### src/rtl/fence_ctrl.sv
// fence_ctrl
//   Sequences the memory-ordering side effects of FENCE, FENCE.I and
//   SFENCE.VMA once one of them reaches commit port 0. The flow is: wait
//   for the store buffer to drain, then flush the D$ (FENCE, FENCE.I),
//   hold the I$ invalidate for a fixed number of cycles (FENCE.I only) or
//   pulse the TLB flush (SFENCE.VMA only), and finally pulse done together
//   with a pipeline flush so commit can retire the instruction.
//
// Parameters
//   ICACHE_FLUSH_CYCLES  cycles flush_icache_o stays high (legal 1..255)
//
// Ports
//   clk_i               core clock, rising edge
//   rst_ni              asynchronous active-low reset
//   fence_req_i         FENCE at commit port 0 (level)
//   fence_i_req_i       FENCE.I / dcache-flush request at commit port 0 (level)
//   sfence_vma_req_i    SFENCE.VMA at commit port 0 (level)
//   halt_i              blocks acceptance of a new sequence while idle
//   no_st_pending_i     store buffer is empty
//   flush_dcache_ack_i  D$ flush complete (single-cycle pulse)
//   flush_dcache_o      D$ flush request, held until acknowledged
//   flush_icache_o      I$ invalidate
//   flush_tlb_o         ITLB/DTLB flush pulse
//   flush_pipeline_o    front-end/issue flush pulse
//   done_o              sequence complete, commit may acknowledge port 0
//   busy_o              controller is not idle
module fence_ctrl #(
    parameter int unsigned ICACHE_FLUSH_CYCLES = 4
) (
    input  logic clk_i,
    input  logic rst_ni,
    input  logic fence_req_i,
    input  logic fence_i_req_i,
    input  logic sfence_vma_req_i,
    input  logic halt_i,
    input  logic no_st_pending_i,
    input  logic flush_dcache_ack_i,
    output logic flush_dcache_o,
    output logic flush_icache_o,
    output logic flush_tlb_o,
    output logic flush_pipeline_o,
    output logic done_o,
    output logic busy_o
);

    localparam logic [2:0] S_IDLE   = 3'd0;
    localparam logic [2:0] S_DRAIN  = 3'd1;
    localparam logic [2:0] S_DFLUSH = 3'd2;
    localparam logic [2:0] S_IFLUSH = 3'd3;
    localparam logic [2:0] S_TLB    = 3'd4;
    localparam logic [2:0] S_DONE   = 3'd5;

    localparam logic [1:0] OP_NONE    = 2'd0;
    localparam logic [1:0] OP_FENCE   = 2'd1;
    localparam logic [1:0] OP_FENCE_I = 2'd2;
    localparam logic [1:0] OP_SFENCE  = 2'd3;

    // The counter counts down to zero, so it starts one below the cycle count.
    localparam logic [7:0] CNT_LOAD = 8'(ICACHE_FLUSH_CYCLES - 1);

    logic [2:0] state;
    logic [2:0] next_state;
    logic [1:0] op;
    logic [1:0] next_op;
    logic [7:0] cnt;
    logic [7:0] next_cnt;

    // Next-state logic. Requests are looked at only in IDLE; after that the
    // captured op alone steers the path, so the sequence finishes even if the
    // request lines drop or halt rises mid-flight.
    always_comb begin
        next_state = state;
        next_op    = op;
        next_cnt   = cnt;
        case (state)
            S_IDLE: begin
                if (!halt_i) begin
                    if (fence_i_req_i) begin
                        next_op    = OP_FENCE_I;
                        next_state = S_DRAIN;
                    end else if (fence_req_i) begin
                        next_op    = OP_FENCE;
                        next_state = S_DRAIN;
                    end else if (sfence_vma_req_i) begin
                        next_op    = OP_SFENCE;
                        next_state = S_DRAIN;
                    end
                end
            end
            S_DRAIN: begin
                if (no_st_pending_i) begin
                    next_state = (op == OP_SFENCE) ? S_TLB : S_DFLUSH;
                end
            end
            S_DFLUSH: begin
                if (flush_dcache_ack_i) begin
                    if (op == OP_FENCE_I) begin
                        next_state = S_IFLUSH;
                        next_cnt   = CNT_LOAD;
                    end else begin
                        next_state = S_DONE;
                    end
                end
            end
            S_IFLUSH: begin
                if (cnt == 8'd0) begin
                    next_state = S_DONE;
                end else begin
                    next_cnt = cnt - 8'd1;
                end
            end
            S_TLB: begin
                next_state = S_DONE;
            end
            S_DONE: begin
                next_state = S_IDLE;
                next_op    = OP_NONE;
            end
            default: begin
                next_state = S_IDLE;
                next_op    = OP_NONE;
                next_cnt   = 8'd0;
            end
        endcase
    end

    // State registers. Reset drops any sequence in progress, including an
    // outstanding D$ flush request; a late ack is then ignored in IDLE.
    always_ff @(posedge clk_i or negedge rst_ni) begin
        if (!rst_ni) begin
            state <= S_IDLE;
            op    <= OP_NONE;
            cnt   <= 8'd0;
        end else begin
            state <= next_state;
            op    <= next_op;
            cnt   <= next_cnt;
        end
    end

    // Outputs are pure decodes of the state register, so no input reaches an
    // output within the same cycle.
    assign flush_dcache_o   = (state == S_DFLUSH);
    assign flush_icache_o   = (state == S_IFLUSH);
    assign flush_tlb_o      = (state == S_TLB);
    assign flush_pipeline_o = (state == S_DONE);
    assign done_o           = (state == S_DONE);
    assign busy_o           = (state != S_IDLE);

endmodule

### config.mk
export PLATFORM = sky130hd
export DESIGN_NAME = fence_ctrl
export DESIGN_NICKNAME = d
export VERILOG_FILES = /design/src/rtl/fence_ctrl.sv
export SDC_FILE = /design/constraint.sdc
export NUM_CORES = 1
export LEC_CHECK = 0
export CAP_MARGIN = 10
export CORE_MARGIN = 10
export CORE_UTILIZATION = 40
export DETAILED_ROUTE_END_ITERATION = 10
export GPL_TIMING_DRIVEN = 0
export SYNTH_ARGS = -nofsm -noshare
export SYNTH_HDL_FRONTEND = slang
export SYNTH_SLANG_ARGS = --single-unit
### constraint.sdc
create_clock -name clk_i -period 1.84 [get_ports clk_i]
set_input_delay 0.368 -clock clk_i [delete_from_list [all_inputs] [get_ports clk_i]]
set_output_delay 0.368 -clock clk_i [all_outputs]
set_load 0.05 [all_outputs]
==> results of run 1 <==
==> cells in the mapped netlist, types with 3 or more instances <==
master / instances
a21oi_1: 9
clkbuf_1: 4
dfrtp_1: 13
o21ai_1: 3
mux2i_1: 5
o21ai_0: 3
or3_1: 4
nand2_1: 7
nor2_1: 6
nor2b_1: 3
nand3_1: 4
nand2b_1: 9
inv_1: 5
==> cell usage in the layout (no fill, tap or decap), types with 4 or more instances in the layout <==
cell type / n
clkdlybuf4s50_1: 7
dfrtp_1: 12
inv_1: 5
clkbuf_4: 6
nand2_1: 7
mux2i_1: 5
buf_4: 10
nor2_1: 4
nand2b_1: 9
a21oi_1: 9
==> logic make-up after synthesis <==
kind of cell             after synthesis  share of synthesized area [%]
flip-flops                            13                           36.1
AO/OA/AOI/OAI                         24                           16.4
AND/OR/NAND/NOR                       47                           31.0
multiplexers                           7                           8.89
adder cells (fa/ha/maj)                1                           1.39
buffers and inverters                 12                           6.25
==> metal layers <==
| metal | GRT usage, % | wire length (um) | vias to the layer above |
|---|---|---|---|
| li1 | - | - | 418 |
| met1 | 12.5 | 1020 | 382 |
| met2 | 15.5 | 951 | 15 |
| met3 | 2.98 | 104 | 2 |
| met4 | 4.62 | 14 | 0 |
| met5 | 0 | 0 | - |
==> power by group through the flow <==
stage	registers, mW	logic, mW	clock network [mW]
final	0.522	1.26	0.185
after global routing	0.542	1.38	0.206
after CTS	0.521	1.22	0.196
after detailed placement	0.544	1.11	0
after global placement	0.539	1.09	0
after floorplan	0.503	0.869	0
==> area by class of cell <==
cell class	instances	area (um^2)	area share (%)
Buffer	5	31.3	2.68
Multi-Input combinational cell	79	542	46.5
Tap cell	28	35.0	3.00
Timing Repair Buffer	21	183	15.7
Inverter	6	22.5	1.93
Sequential cell	13	327	28.0
Clock buffer	4	26.3	2.25
==> repair_timing <==
item / CTS / global route
cloned: 0 / 0
setup buffers: 7 / 1
pin swaps: 1 / 0
setup endpoints to repair: 14 / 14
resized for setup: 38 / 8
==> worst max-delay path by stage <==
stage / endpoint / slack [ns] / cells past startpoint
5_1_grt: cnt[0]$_DFFE_PN0P_ / -0.21 / 4
2_1_floorplan: cnt[0]$_DFFE_PN0P_ / -0.16 / 5
3_3_place_gp: flush_pipeline_o / -0.46 / 5
6_report: cnt[1]$_DFFE_PN0P_ / -0.16 / 4
3_5_place_dp: flush_pipeline_o / -0.47 / 5
4_1_cts: cnt[1]$_DFFE_PN0P_ / -0.15 / 4
==> flip-flops by register name (all words and copies together) (netlist names) <==
| name | cells |
|---|---|
| cnt | 8 |
| op | 2 |
| state | 3 |
==> per-stage QoR <==
step	setup WS, ns	cells
6_report	-0.157	156
4_1_cts	-0.152	155
2_1_floorplan	-0.158	104
3_3_place_gp	-0.457	145
3_5_place_dp	-0.465	145
5_1_grt	-0.206	156
==> worst reg2reg max path: stages, from the launching register on <==
cell,delay [ns]
dfrtp_1,0.39
or4_4,0.55
or4_4,0.55
nand2_4,0.11
mux2_4,0.29
==> reports/results.ini, run 1 <==
[run_status]
outcome=finished, violations left
violations=negative setup slack

[worst_setup_path]
path_delay_family=simple AND/OR/NAND/NOR gates
cp.arrival_ns=2.17
start_kind=flop
r2r_cells=4
critPathKind=reg2reg
slowest_stage=or4_4
cpMostUsedCell=or4_4
cp_num_buf_inv=0
worstPathRequired_ns=2.01
cp_cell_sequence=or4_4 > or4_4 > nand2_4 > mux2_4
cp_max_fo=6
reg2reg_to=cnt[1]$_DFFE_PN0P_
regToRegStartpoint=cnt[6]$_DFFE_PN0P_
startpoint=cnt[6]$_DFFE_PN0P_
critPathMaxStageDelay_ns=0.55
crit_path_end_kind=flop
rrSetupSlack_ns=-0.16

[global_route]
grt_first_pass_wirelength_um=3570
antenna_found_initial=0
gr-total-overflow=0
track_usage_pct=10.0
grt_pass1_vias=809
grt_max_degree=14

[cts]
cts_htree_levels=1
clockBufferDepth=2
numCtsBuffers=3
cts.sinks=13
clkSlewWorstSetupHoldPaths_ns=0.09
cts_tree=yes
cts.root.buffer_cell=clkbuf_4
clock_latency_ns=0.28
cts_hold_buffers=0

[yosys]
ys_ff_latch=13
ys_warn_count=0
synth_area_leaders=dfrtp_1 (36%), nand2b_1 (6.3%), mux2i_1 (5.6%), a21oi_1 (5.0%), mux2_4 (3.3%)
ys_types=37
syn_nets=113
syn_inst=104
seq_area_frac_synth_pct=36.1
synth_top_area_share_pct=36.1
synth_edf_count=0
async_flop_share_pct=100
synth_area_um2=901
synth_largest_area_cell=dfrtp_1
synth_area_per_cell_um2=8.66
ys.flop_type=dfrtp_1

[routing]
vias_per_cell=5.24
routedWlPerCell_um=13.4
antenna_left=0
dr.pass1.iters=4
drcViolationCount=0
vias=817
dr.first_iter.drc_count=31
routed_wl_um=2090

[placed_design]
gp_congestion=0.792
dp_hpwl_um=1520
port_buffers=13
placed_cell_area_um2=1070

[floorplanning]
core.rowCount=17
pin_count=14
start_util_pct=41.5
die_x_um=67.5
fp.dieH_um=67.5
die-area_um2=4550
core_area_um2=2170

[layout]
fillers=210
design_area_um2=1170
diodes=0
fin_util_pct=53.7
fin_nets=138
area_growth_pct=29.4
drive_above_1_share_pct=27.3

[timing]
finClkSkew_ns=0.00360
setup_slack_ns=-0.157
final-max-slew-violation-count=0
period_share_pct=109
maxSlewHeadroom_pct=61.0
setup_viol=8
max_freq_mhz=501
rsz0062_at_grt=yes
hold_viol_final=0
worst-slew-pin-transition_ns=0.583
fin_tns_setup_ns=-0.746
period_needed_ns=2.00
hold-worst-slack_ns=0.451

[power_and_ir_drop]
seqPwrFrac_pct=26.6
power.total_mw=1.97
intPower_mw=1.05
p_per_area_nw_per_um2=1690
clockPowerShare_pct=9.4
ir_drop_v=0.00102
p_leak_nw=0.553
p_sw_mw=0.918
swShare_pct=46.7
pwr-share-comb_pct=64.0

[min_path]
hold_class=in2async

[job]
max_cap_viol_count=0

(Power assumes the default switching activity.)
==> run 2: changes to the inputs <==
--- a/config.mk
+++ b/config.mk
@@ -8,6 +8,7 @@
 export CAP_MARGIN = 10
 export CORE_MARGIN = 10
 export CORE_UTILIZATION = 40
+export CTS_BUF_LIST = sky130_fd_sc_hd__clkbuf_4
 export DETAILED_ROUTE_END_ITERATION = 10
 export GPL_TIMING_DRIVEN = 0
 export SYNTH_ARGS = -nofsm -noshare
==> reports/results.ini, run 2 (synthesis results as in run 1) <==
[run_status]
outcome=finished, violations left  ; unchanged
violations=negative setup slack  ; unchanged

[cts]
clkSlewWorstSetupHoldPaths_ns=0.09  ; about the same
clock_latency_ns=0.29  ; was 0.28 ns
cts_htree_levels=1  ; unchanged
cts.root.buffer_cell=clkbuf_4  ; unchanged
numCtsBuffers=3  ; unchanged
clockBufferDepth=2  ; unchanged
cts_tree=yes  ; unchanged
cts_hold_buffers=0  ; unchanged
cts.sinks=13  ; unchanged

[timing]
rsz0062_at_grt=yes  ; unchanged
finClkSkew_ns=0.00530  ; was 0.00360 ns
setup_viol=9  ; was 8
setup_slack_ns=-0.156  ; was -0.157 ns
maxSlewHeadroom_pct=61.0  ; about the same
hold_viol_final=0  ; unchanged
period_needed_ns=2.00  ; about the same
worst-slew-pin-transition_ns=0.584  ; was 0.583 ns
final-max-slew-violation-count=0  ; unchanged
max_freq_mhz=501  ; about the same
period_share_pct=108  ; was 109%

[floorplanning]
core.rowCount=17  ; unchanged
pin_count=14  ; unchanged
die-area_um2=4550  ; unchanged
die_x_um=67.5  ; unchanged
fp.dieH_um=67.5  ; unchanged
core_area_um2=2170  ; unchanged
start_util_pct=41.5  ; unchanged

[layout]
diodes=0  ; unchanged
area_growth_pct=26.8  ; was 29.4%
design_area_um2=1140  ; was 1170 um^2
drive_above_1_share_pct=24.6  ; was 27.3%
largest_register_ffs=8  ; unchanged
mostFrequentLayoutCell=dfrtp_1  ; unchanged
top_register=cnt  ; unchanged
top_regs=cnt (8), state (3), op (2)  ; unchanged
fin_nets=136  ; was 138
final_cell_mix=dfrtp_1 (13), nand2b_1 (9), a21oi_1 (9), buf_4 (9)  ; was dfrtp_1 (12), buf_4 (10), nand2b_1 (9), a21oi_1 (9)
multi_input_area_um2=534  ; was 542 um^2
fin_util_pct=52.7  ; was 53.7%
regArea_um2=325  ; was 327 um^2
fillers=214  ; was 210

[worst_setup_path]
rrSetupSlack_ns=-0.16  ; about the same
reg2reg_to=cnt[1]$_DFFE_PN0P_  ; unchanged
crit_path_end_kind=flop  ; unchanged
critPathMaxStageDelay_ns=0.55  ; about the same
path_depth=4  ; unchanged
slowest_stage=or4_4  ; unchanged
cp_max_fo=6  ; unchanged
cp_cell_sequence=or4_4 > or4_4 > nand2_4 > mux2_4  ; unchanged
start_kind=flop  ; unchanged
r2r_cells=4  ; unchanged
cp.arrival_ns=2.17  ; about the same
cp_num_buf_inv=0  ; unchanged
path_delay_family=simple AND/OR/NAND/NOR gates  ; unchanged
cpMostUsedCell=or4_4  ; unchanged
critPathKind=reg2reg  ; unchanged
regToRegStartpoint=cnt[6]$_DFFE_PN0P_  ; unchanged
worstPathRequired_ns=2.02  ; was 2.01 ns

[routing]
dr.first_iter.drc_count=22  ; was 31
vias=820  ; was 817
routedWlPerCell_um=13.6  ; was 13.4 um
antenna_left=0  ; unchanged
dr.pass1.iters=4  ; unchanged
vias_per_cell=5.32  ; was 5.24
drcViolationCount=0  ; unchanged
routed_wl_um=2090  ; about the same

[placed_design]
gp_congestion=0.792  ; unchanged
dp_hpwl_um=1520  ; unchanged
port_buffers=13  ; unchanged
placed_cell_area_um2=1070  ; unchanged
place_ws_ns=-0.465  ; unchanged

[power_and_ir_drop]
p_sw_mw=0.911  ; was 0.918 mW
p_per_area_nw_per_um2=1690  ; about the same
intPower_mw=1.02  ; was 1.05 mW
p_leak_nw=0.544  ; was 0.553 nW
pwr-share-comb_pct=62.1  ; was 64.0%
clockPowerShare_pct=10.7  ; was 9.4%
swShare_pct=47.3  ; was 46.7%
ir_drop_v=0.000900  ; was 0.00102 V
seqPwrFrac_pct=27.2  ; was 26.6%

[global_route]
track_usage_pct=10.1  ; was 10.0%
gr-total-overflow=0  ; unchanged
antenna_found_initial=0  ; unchanged
grt_pass1_vias=805  ; was 809
grt_first_pass_wirelength_um=3580  ; was 3570 um
grt_max_degree=14  ; unchanged

[min_path]
hold_class=in2async  ; unchanged

[job]
max_cap_viol_count=0  ; unchanged

[run 2: routing by layer]
layer / GRT usage [%] / routed length, um / vias to the layer above / part of all wire [%]
met5: 0 / 0 / - / 0
met4: 5.38 / 47 / 0 / 2.2
met3: 2.98 / 126 / 5 / 6.0
met2: 15.4 / 899 / 19 / 43
met1: 12.6 / 1020 / 384 / 49
li1: - / - / 412 / -
[run 2: what timing repair did]
| item | 4_1_cts | 5_1_grt |
|---|---|---|
| pin swaps | 1 | 0 |
| setup endpoints to repair | 14 | 14 |
| gates cloned | 0 | 0 |
| endpoints found under the hold margin | 0 | 0 |
| resized for setup | 37 | 5 |
| setup buffers | 6 | 0 |
[run 2: how the worst max path moves through the flow]
stage / startpoint / endpoint / slack [ns]
after floorplan: cnt[6]$_DFFE_PN0P_ / cnt[0]$_DFFE_PN0P_ / -0.16
after global placement: state[0]$_DFFE_PN0P_ / flush_pipeline_o / -0.46
after detailed placement: state[0]$_DFFE_PN0P_ / flush_pipeline_o / -0.47
after CTS: cnt[6]$_DFFE_PN0P_ / cnt[0]$_DFFE_PN0P_ / -0.15
after global routing: cnt[6]$_DFFE_PN0P_ / cnt[0]$_DFFE_PN0P_ / -0.21
final: cnt[6]$_DFFE_PN0P_ / cnt[1]$_DFFE_PN0P_ / -0.16
[run 2: worst register-to-register path, cell delays in order (launching register included)]
cell     delay [ns]
dfrtp_1        0.39
or4_4          0.55
or4_4          0.55
nand2_4        0.11
mux2_4         0.29
[run 2: layout make-up]
type / instances / share of cell area, %
well taps: 28 / 3.07
repair buffers: 19 / 14.3
flip-flops and latches: 13 / 28.5
multi-input cells: 79 / 46.8
inverters: 6 / 1.97
clock buffers: 4 / 2.63
plain buffers: 5 / 2.74
[run 2: stage by stage]
| step | instances | setup TNS, ns | hold slack [ns] | power (mW) |
|---|---|---|---|---|
| finish | 154 | -0.772 | 0.440 | 1.93 |
| global placement | 145 | -2.60 | 0.528 | 1.63 |
| floorplan | 104 | -0.445 | 0.0724 | 1.37 |
| detailed placement | 145 | -2.74 | 0.538 | 1.65 |
| CTS | 154 | -0.780 | 0.480 | 1.94 |
| global route | 154 | -1.48 | 0.520 | 2.08 |
[run 2: power groups by stage]
stage,Clock (mW),Sequential (mW),Combinational [mW]
4_1_cts,0.213,0.520,1.20
3_3_place_gp,0,0.539,1.09
6_report,0.206,0.523,1.20
2_1_floorplan,0,0.503,0.869
3_5_place_dp,0,0.544,1.11
5_1_grt,0.223,0.544,1.31
